File: src/rtl/serial_arb_pkg.sv
// Shared types and constants for the serial port arbiter.
// The optional lock feature is enabled with the SERIAL_ARB_LOCK_EN macro.
package serial_arb_pkg;

  // Transaction sequencer states
  typedef enum logic [1:0] {
    ST_IDLE  = 2'd0,
    ST_ISSUE = 2'd1,
    ST_WAIT  = 2'd2,
    ST_ACK   = 2'd3
  } state_t;

  // Operation encoding on op_0 / op_1
  localparam logic OP_READ  = 1'b0;
  localparam logic OP_WRITE = 1'b1;

  // Requester indices
  localparam int REQ_CPU = 0;
  localparam int REQ_DBG = 1;

endpackage

File: src/rtl/serial_port_arbiter_rr_pick.sv
// Combinational two-way round-robin picker.
// On a tie the requester that was not served last wins.
module serial_rr_pick (
  input  logic [1:0] req,
  input  logic       last,
  output logic [1:0] grant
);

  // One-hot grant from the request vector and last-served index
  always_comb begin
    grant = 2'b00;
    case (req)
      2'b01:   grant = 2'b01;
      2'b10:   grant = 2'b10;
      2'b11:   grant = last ? 2'b01 : 2'b10;
      default: grant = 2'b00;
    endcase
  end

endmodule

File: src/rtl/serial_port_arbiter.sv
// Two-requester arbiter for the UART TX/RX FIFO ports.
// Handshake: a requester raises req (with op/wdata stable) and holds it
// until the one-cycle ack pulse; it lowers req on the edge that ends ack.
// Each transaction issues at most one FIFO strobe (tx_write or rx_read).
// Optional feature macro: SERIAL_ARB_LOCK_EN adds lock_0 / lock_1, which let
// the current grantee keep the port across consecutive transactions.
module serial_port_arbiter
  import serial_arb_pkg::*;
#(
  parameter int RD_LAT = 1
) (
  input  logic       clock,
  input  logic       reset,
  input  logic       req_0,
  input  logic       req_1,
  input  logic       op_0,
  input  logic       op_1,
  input  logic [7:0] wdata_0,
  input  logic [7:0] wdata_1,
`ifdef SERIAL_ARB_LOCK_EN
  input  logic       lock_0,
  input  logic       lock_1,
`endif
  output logic       ack_0,
  output logic       ack_1,
  output logic [7:0] rdata_0,
  output logic [7:0] rdata_1,
  output logic [1:0] grant,
  input  logic       tx_full,
  output logic       tx_write,
  output logic [7:0] tx_data,
  input  logic       rx_empty,
  output logic       rx_read,
  input  logic [7:0] rx_data,
  output logic [1:0] fsm_state
);

  // Last WAIT count value before moving to ACK
  localparam logic [1:0] LAT_LAST = 2'(RD_LAT - 1);

  state_t     state_q, state_d;
  logic [1:0] grant_q, grant_d;
  logic [1:0] pick;
  logic       last_q, last_d;
  logic [1:0] cnt_q, cnt_d;
  logic       rd_q, rd_d;
  logic       locked_q, locked_d;
  logic       tx_strobe, rx_strobe, ack_fire;

  logic       own;
  logic       own_req;
  logic       own_op;
  logic       own_lock;
  logic [7:0] own_wdata;
  logic       ack_busy;

  // Grantee view of the requester inputs
  assign own       = grant_q[1];
  assign own_req   = own ? req_1 : req_0;
  assign own_op    = own ? op_1 : op_0;
  assign own_wdata = own ? wdata_1 : wdata_0;
`ifdef SERIAL_ARB_LOCK_EN
  assign own_lock  = own ? lock_1 : lock_0;
`else
  assign own_lock  = 1'b0;
`endif

  // The requester still sees ack high for one cycle after ACK; its req
  // drops only at the end of that cycle, so IDLE must not sample it yet.
  assign ack_busy  = ack_0 | ack_1;

  serial_rr_pick u_pick (
    .req   ({req_1, req_0}),
    .last  (last_q),
    .grant (pick)
  );

  // State and bookkeeping registers
  always_ff @(posedge clock or posedge reset) begin
    if (reset) begin
      state_q  <= ST_IDLE;
      grant_q  <= 2'b00;
      last_q   <= 1'b1;
      cnt_q    <= 2'd0;
      rd_q     <= 1'b0;
      locked_q <= 1'b0;
    end else begin
      state_q  <= state_d;
      grant_q  <= grant_d;
      last_q   <= last_d;
      cnt_q    <= cnt_d;
      rd_q     <= rd_d;
      locked_q <= locked_d;
    end
  end

  // Next-state and strobe decisions
  always_comb begin
    state_d   = state_q;
    grant_d   = grant_q;
    last_d    = last_q;
    cnt_d     = cnt_q;
    rd_d      = rd_q;
    locked_d  = locked_q;
    tx_strobe = 1'b0;
    rx_strobe = 1'b0;
    ack_fire  = 1'b0;
    case (state_q)
      ST_IDLE: begin
        if (!ack_busy) begin
          if (locked_q) begin
            // Locked owner keeps the port; the other requester waits
            if (own_req) state_d = ST_ISSUE;
          end else if (pick != 2'b00) begin
            grant_d = pick;
            state_d = ST_ISSUE;
          end
        end
      end
      ST_ISSUE: begin
        rd_d = (own_op == OP_READ);
        if (own_op == OP_WRITE) begin
          if (!tx_full) begin
            tx_strobe = 1'b1;
            state_d   = ST_ACK;
          end
        end else if (!rx_empty) begin
          rx_strobe = 1'b1;
          cnt_d     = 2'd0;
          state_d   = ST_WAIT;
        end
      end
      ST_WAIT: begin
        if (cnt_q == LAT_LAST) state_d = ST_ACK;
        else                   cnt_d   = cnt_q + 2'd1;
      end
      ST_ACK: begin
        ack_fire = 1'b1;
        state_d  = ST_IDLE;
        if (own_lock) begin
          locked_d = 1'b1;
        end else begin
          locked_d = 1'b0;
          grant_d  = 2'b00;
          last_d   = own;
        end
      end
      default: state_d = ST_IDLE;
    endcase
  end

  // Registered outputs: strobes, data, ack and captured read data
  always_ff @(posedge clock or posedge reset) begin
    if (reset) begin
      tx_write <= 1'b0;
      tx_data  <= 8'h00;
      rx_read  <= 1'b0;
      ack_0    <= 1'b0;
      ack_1    <= 1'b0;
      rdata_0  <= 8'h00;
      rdata_1  <= 8'h00;
    end else begin
      tx_write <= tx_strobe;
      rx_read  <= rx_strobe;
      ack_0    <= ack_fire & ~own;
      ack_1    <= ack_fire & own;
      if (tx_strobe) tx_data <= own_wdata;
      if (ack_fire && rd_q) begin
        if (own) rdata_1 <= rx_data;
        else     rdata_0 <= rx_data;
      end
    end
  end

  assign grant     = grant_q;
  assign fsm_state = state_q;

endmodule

File: config.mk
export PLATFORM = sky130hd
export DESIGN_NAME = serial_port_arbiter
export DESIGN_NICKNAME = d
export VERILOG_FILES = /design/src/rtl/serial_arb_pkg.sv /design/src/rtl/serial_port_arbiter_rr_pick.sv /design/src/rtl/serial_port_arbiter.sv
export SDC_FILE = /design/constraint.sdc
export NUM_CORES = 1
export LEC_CHECK = 0
export ABC_AREA = 1
export CAP_MARGIN = 20
export CORE_MARGIN = 1.5
export CORE_UTILIZATION = 35
export DETAILED_ROUTE_END_ITERATION = 8
export MAX_ROUTING_LAYER = met4
export PLACE_DENSITY_LB_ADDON = 0.3
export SLEW_MARGIN = 20
export SYNTH_ARGS = -nofsm -noshare
export SYNTH_HDL_FRONTEND = slang
export SYNTH_HIERARCHICAL = 1
export SYNTH_SLANG_ARGS = --single-unit
export TNS_END_PERCENT = 5
File: constraint.sdc
create_clock -name clock -period 1.7 [get_ports clock]
set_input_delay 0.34 -clock clock [delete_from_list [all_inputs] [get_ports clock]]
set_output_delay 0.34 -clock clock [all_outputs]
set_load 0.02 [all_outputs]
# After elaboration in Yosys (flattened, before gate mapping)
# Cells that the tools add are included.
[word_totals]
output_inout_bits = 32
inputBits = 32
mem_bits_rw = 0
reg_bits = 36
mem_count = 0
mem_bits_ro = 0
wordCells = 68
latchBits = 0
[classes]
n_eq_ne = 14
mux = 25
n_mul = 0
add_sub_neg = 1
n_bitwise = 5
shift = 0
magnitude_cmp = 0
div_mod_pow = 0
n_reduce_logical = 11
[ops]
columns = ["op", "count"]
rows = [
  ["$mux W2", 12],
  ["$ne A2 B2 Y1 const B", 6],
  ["$eq A2 B2 Y1 const B", 4],
  ["$mux W1", 8],
  ["$mux W8", 1],
  ["$pmux W2 S2", 2],
  ["$pmux W2 S4", 1],
  ["$ne A3 B3 Y1 const B", 2],
  ["$pmux W2 S3", 1],
  ["$reduce_bool A2 Y1", 3],
  ["$reduce_and A5 Y1", 1],
  ["$eq A2 B1 Y1 const B", 2],
  ["$logic_not A2 Y1", 2],
  ["$reduce_and A2 Y1", 2],
  ["$reduce_and A4 Y1", 1],
  ["$reduce_and A3 Y1", 1],
  ["$add A2 B1 Y2 const B", 1],
  ["$and A1 B1 Y1", 2],
  ["$not A1 Y1", 2],
  ["$logic_and A1 B1 Y1", 1],
  ["$or A1 B1 Y1", 1],
]

# Depth between registers and ports, before layout
# Gate-level depths: netlist of the first run.
[depth]
depth_word = 6
mapped_depth = 10
mapped_depth_nobuf = 10

# Cells and area by module
# Netlist of the first run, hierarchy kept.
[modules_own_cells]
columns = ["module", "instances", "seq_area_each_um2", "area_each_um2", "cells_each"]
rows = [
  ["serial_port_arbiter", 1, 902.1, 1684.1, 181],
  ["serial_rr_pick", 1, 0.0, 21.3, 5],
]

# Worst setup path before layout of the first run
# OpenSTA, ideal clock, no wires.
[synth_path]
path_kind = "flip-flop to flip-flop"
from = "reg state_q[0] (netlist: fsm_state[0])"
to = "reg state_q[0] (netlist: fsm_state[0])"
path_slack_ps = 260
required_ps = 1582
path_buffers = 0
arrival_ps = 1322
path_stages_with_launch = 9
path_cell_list = "dfrtp_1 > inv_1 > ha_1 > o21ai_0 > nand2_1 > nor2_1 > nand3_1 > nand2_1 > nand2_1"
[synth_between]
elab_chain_cells = 3
elab_cells_between_ends = 11
cone_classes = "8 x eq/ne; 1 x mux; 2 x reduce/logical"
[synth_rtl]
columns = ["item", "line_no", "text"]
rows = [
  ["from (decl)", "serial_port_arbiter.sv:41", "state_t state_q, state_d;"],
  ["from (signal assigned)", "serial_port_arbiter.sv:88", "state_q <= state_d;"],
  ["$eq A2 B1 Y1 (tied with other cells)", "serial_port_arbiter.sv:108", "case (state_q)"],
  ["$ne A3 B3 Y1 (no source line) / $ne A2 B2 Y1 (equally long branches)", "n/a", ""],
  ["$reduce_and A5 Y1 (no source line)", "n/a", ""],
]
# Several ways; a longest one is shown, not always the timed one.
# A chain may end at the register's enable or synchronous reset.

# Worst setup path in the final report of the first run
[layout_path]
from = "reg rdata_1[3]"
to = "out rdata_1[3]"
[layout_rtl]
columns = ["item", "line_no", "text"]
rows = [
  ["from (decl)", "serial_port_arbiter.sv:27", "output logic [7:0] rdata_1,"],
  ["from (signal assigned)", "serial_port_arbiter.sv:169", "if (own) rdata_1 <= rx_data;"],
]
# No word-level cell between the ends.

==> results of run 1 <==
[worst min-delay path by stage]
| stage | slack [ns] | to |
|---|---|---|
| 2_1_floorplan | 0.41 | rx_read$_DFF_PP0_ |
| 3_3_place_gp | 0.46 | cnt_q[1]$_DFFE_PP0P_ |
| 3_5_place_dp | 0.47 | cnt_q[1]$_DFFE_PP0P_ |
| 4_1_cts | 0.39 | rdata_1[3]$_DFFE_PP0P_ |
| 5_1_grt | 0.42 | rdata_1[3]$_DFFE_PP0P_ |
| 6_report | 0.39 | rdata_1[0]$_DFFE_PP0P_ |
[where the power goes]
part	internal (mW)	switching, mW	total, mW
Clock	0.331	0.319	0.650
Sequential	1.23	0.248	1.48
Combinational	0.973	1.19	2.17
Total	2.54	1.76	4.30
[metal layers]
layer / vias to the layer above / global-route usage / wire length, microns
met5: - / - / 0
met4: 0 / 0.0566 / 55
met3: 7 / 0.0552 / 235
met2: 39 / 0.270 / 1770
met1: 671 / 0.193 / 1700
li1: 741 / - / -
[registers in the layout (all words and copies together) (netlist names), 2 cells and up]
register   cells
grant          2
cnt_q          2
rdata_1        8
fsm_state      2
rdata_0        8
tx_data        8
[cell type report]
cell class | instances | area [sq um] | share of cell area
flip-flops and latches | 36 | 902 | 0.358
multi-input cells | 125 | 691 | 0.274
repair buffers | 67 | 669 | 0.266
well taps | 67 | 83.8 | 0.0333
clock buffers | 6 | 82.6 | 0.0328
inverters | 20 | 75.1 | 0.0298
clock inverters | 2 | 13.8 | 0.00547
[stage by stage]
step / cells / hold slack [ns] / utilization
2_1_floorplan: 186 / 0.411 / -
3_3_place_gp: 315 / 0.456 / 0.513
3_5_place_dp: 315 / 0.470 / 0.513
4_1_cts: 323 / 0.394 / 0.533
5_1_grt: 323 / 0.422 / 0.533
6_report: 323 / 0.394 / 0.533
[repair_timing]
action / in CTS / in global routing
hold endpoints to repair: 0 / 0
setup endpoints to repair: 3 / 0
resized for setup: 3 / 0
[cell families (layout without fill, tap and decap cells)]
kind of cell / count (synthesis) / in the layout / synth area share
AOI/OAI and AO/OA: 40 / 40 / 0.133
adders and majority gates: 6 / 6 / 0.0440
buffers and inverters: 25 / 95 / 0.0660
DFF: 36 / 36 / 0.529
and+or+nand+nor: 79 / 79 / 0.228
[cell usage in the layout, fill, tap and decap left out, drive strengths merged]
cell type and n:
buf 4, o21ai 29, clkdlybuf4s50 60, nor3 1
dlygate4sd2 3, nand2 49, clkbuf 6, dfstp 1
nor2 8, o21a 1, inv 21, nand4 1
ha 6, nand3 12, or2 8, dfrtp 35
o211ai 8, clkinv 1, a21oi 2
==> metrics, run 1 <==
worst vdd ir 0.830 mV; number of I/O pins 64; DRC 0; setup repair bufs after CTS 0; DR WL/cell 11.6 microns; global-route wire length before repair 6420 microns; n_diodes 0; Rel. slew slack 0.709; cts hold-fix bufs 0; pin count of the biggest net entering global routing 37; Area Growth Syn to Fin 47.6%; status complete, no violations; area of the mapped netlist 1710 sq um; CP required 1.36 ns; number of library cell types mapped by synthesis 22; core area 4720 sq um; Final setup viols 0; Final WS setup 0.0854 ns; most frequent cell after synthesis nand2_1; Worst EP arrival 1.27 ns; Post-synth EDFFs 0; H-Tree Depth 2; Setup WS pre-CTS 0.0409 ns; CTS max path bufs 2; worst-case clock skew 0.00624 ns; vias per inst 4.51; vias 1458; Routed Antenna Nets 0; initial core utilization 0.361; CP Depth 1; hpwl dp 2840 microns; Critical Path Sink rdata_1[3]; Post-layout nets 293; fin crit period 1.61 ns; reg2reg path depth 5; worst hold path type in -> async; CP max-delay cell clkdlybuf4s50_1; clock latency on the worst-skew pair 0.29 ns; Hold Fails Final Rpt 0; cell area after placement 2420 sq um; total routed wirelength 3750 microns; clk slew on worst S/H paths 0.08 ns; Critical R2R Capture rdata_0[0]$_DFFE_PP0P_; PortBufs 63; detailed-router iteration count before antenna repair 4; CTS tree yes; unrepaired setup endpoints after global routing false; Final Wtd Congestion 0.831; setup TNS 0 ns; #FFs+latches synth 36; # clock sinks 36; MaxCap Viol Count 0; CP max FO 2; die height 72.8 microns; cells after synthesis 186; Synth warnings 6; Buf/Inv on CP 1; syn_nets 224; Synth top cells by count nand2_1, dfrtp_1, o21ai_0; ys async rst share 1.00; layout cells sized above 1 0.113; final period utilization 0.950; Avg Inst Size Synth 9.17 sq um; synth top area cells dfrtp_1, nand2_1, o21ai_0, ha_1, inv_1; Power Total 4.30 mW; setup slack, reg-to-reg 0.17 ns; # fillers 451; CP Launch Point rdata_1[3]$_DFFE_PP0P_; Slew @ Worst Pin 0.436 ns; Synth Flop Type dfrtp_1; CP endpoint kind output pin; max-slew violations 0; DR iter-0 viols 66; crit-path cells clkdlybuf4s50_1; Worst path max stage delay 0.61 ns; Synth area leader dfrtp_1; CTS Buf Count 5; worst reg2reg startpoint fsm_state[0]$_DFFE_PP0P_; startpoint types flip-flop; Seq/Total Area, Yosys 0.529; vias in the first global route 1408; grt total ovfl 0; post-synth top area share 0.514; FP Rows 25; fmax 0.619 GHz; GRT Overall Usage 0.166; critical path type reg -> out; pwr/cell area 1710 nW/um^2; CTS root buf clkbuf_8; initial antenna violation count 0; die width 72.8 microns; delay-heaviest family, CP buffers and inverters; leakage power 1.22 nW; die area 5300 sq um; Finished Cell Area 2520 sq um
Power figures use the tool's default switching activity.
==> run 2: changes to the inputs <==
--- a/config.mk
+++ b/config.mk
@@ -5,7 +5,6 @@
 export SDC_FILE = /design/constraint.sdc
 export NUM_CORES = 1
 export LEC_CHECK = 0
-export ABC_AREA = 1
 export CAP_MARGIN = 20
 export CORE_MARGIN = 1.5
 export CORE_UTILIZATION = 35
==> metrics, run 2 <==
status finished, violations left; failing checks setup timing; cells after synthesis 132; CP endpoint kind flip-flop; DR WL/cell 15.3 microns; Synth top cells by count dfrtp_1, mux2_2, nand2_1; Rel. slew slack 0.806; vias per inst 4.99; startpoint types primary input; max-slew violations 0; Slew @ Worst Pin 0.291 ns; power share of the combinational group 0.528; critical path type in -> reg; share of power burned in registers 0.314; area of the mapped netlist 1630 sq um; cts hold-fix bufs 0; Hold Fails Final Rpt 0; unrepaired setup endpoints after global routing true; clock latency on the worst-skew pair 0.28 ns; pwr/cell area 1830 nW/um^2; worst hold path type in -> async; Synth Flop Type dfrtp_1; Setup WS pre-CTS -0.397 ns; grt total ovfl 0; leakage power 1.16 nW; setup TNS -0.00952 ns; clk slew on worst S/H paths 0.08 ns; Switch Pwr 1.72 mW; most frequent cells in the layout clkdlybuf4s50_1, dfrtp_1, mux2_2; H-Tree Depth 2; Post-synth EDFFs 0; DRC 0; Final setup viols 1; die width 71.3 microns; CTS Buf Count 5; #FFs+latches synth 36; syn_nets 170; CTS tree yes; CP required 1.87 ns; Internal 3.04 mW; DR iter-0 viols 76; total routed wirelength 4010 microns; vias 1313; Area Growth Syn to Fin 58.9%; Synth area leader dfrtp_1; die area 5090 sq um; synth top area cells dfrtp_1, mux2_2, mux2i_1, ha_1, o21ai_0; initial core utilization 0.370; final period utilization 1.01; Clk network pwr share 0.158; Synth warnings 6; Post-layout nets 248; worst vdd ir 0.923 mV; detailed-router iteration count before antenna repair 4; Avg Inst Size Synth 12.4 sq um; number of I/O pins 64; ys async rst share 1.00; core area 4410 sq um; PortBufs 63; fin crit period 1.71 ns; hpwl dp 3040 microns; CP max FO 2; fmax 0.585 GHz; FP Rows 24; most frequent cell after synthesis dfrtp_1; CTS root buf clkbuf_8; global-route wire length before repair 6590 microns; n_diodes 0; layout cells sized above 1 0.256; Final Wtd Congestion 0.764; GRT Overall Usage 0.171; CTS max path bufs 2; Seq/Total Area, Yosys 0.552; MaxCap Viol Count 0; Routed Antenna Nets 0; Sw Share 0.362; # clock sinks 36; worst-case clock skew 0.00483 ns; Largest regs rdata_0 x8, rdata_1 x8, tx_data x8; vias in the first global route 1418; die height 71.3 microns; pin count of the biggest net entering global routing 21; number of library cell types mapped by synthesis 28; Worst EP arrival 1.88 ns; initial antenna violation count 0; commonest non-fill, non-tap cell in the layout clkdlybuf4s50_1; Final WS setup -0.00952 ns; post-synth top area share 0.536
run 2: final cells by class:
class / instances / area, sq um
Multi-Input combinational cell: 85 / 728
Timing Repair Buffer: 74 / 757
Inverter: 8 / 30.0
Tap cell: 52 / 65.1
Fill cell: 366 / 1820
Clock buffer: 5 / 68.8
Clock inverter: 3 / 42.5
Sequential cell: 36 / 905
run 2: routing by layer:
metal,global-route usage,share of wire,vias to the layer above
met2,0.295,0.53,41
met5,-,0,-
met4,0.0503,0.019,0
li1,-,-,611
met1,0.193,0.40,651
met3,0.0478,0.044,10
run 2: metrics by stage:
step | power, mW | hold slack (ns) | instance area, sq um | util | instances
floorplan | 2.84 | 0.410 | 1650 | - | 132
CTS | 4.76 | 0.380 | 2560 | 0.579 | 262
finish | 4.76 | 0.383 | 2600 | 0.588 | 263
global placement | 3.90 | 0.466 | 2440 | 0.552 | 254
global route | 5.05 | 0.428 | 2600 | 0.588 | 263
detailed placement | 3.99 | 0.475 | 2440 | 0.552 | 254
run 2: final timing paths:
check,start,end,slack (ns),cells past startpoint
setup reg to reg,last_q$_DFFE_PP1P_,fsm_state[1]$_DFFE_PP0P_,0,6
min in group clock,tx_data[3]$_DFFE_PP0P_,tx_data[3]$_DFFE_PP0P_,0.49,2
hold reg to reg,tx_data[3]$_DFFE_PP0P_,tx_data[3]$_DFFE_PP0P_,0.49,2
setup / recovery,req_1,fsm_state[1]$_DFFE_PP0P_,-0.01,6
hold / removal,reset,ack_1$_DFF_PP0_,0.38,3
max in group asynchronous,reset,last_q$_DFFE_PP1P_,1.07,3
run 2: cell families after synthesis:
group	after synthesis	share of synthesized area
flops	36	0.552
simple gates	28	0.0858
compound gates	19	0.0712
fa+ha+maj	6	0.0459
buf+inv	11	0.0253
mux	32	0.220
run 2: worst max-delay path: stages:
cell             delay, ns
clkdlybuf4s50_1       0.49
a21boi_2              0.19
nor2_2                0.07
o31ai_2               0.27
and3_4                0.24
mux2_4                0.29
run 2: power by group through the flow:
stage,clock (mW),sequential [mW],combinational (mW)
2_1_floorplan,0,1.91,0.934
3_3_place_gp,0,1.47,2.43
3_5_place_dp,0,1.50,2.48
4_1_cts,0.776,1.49,2.50
5_1_grt,0.814,1.55,2.68
6_report,0.754,1.49,2.52
run 2: repair_timing:
item / in CTS / in global routing
gates cloned: 0 / 0
setup buffers: 0 / 1
endpoints found under the setup margin: 2 / 13
pin swaps: 0 / 4
resized for setup: 3 / 11
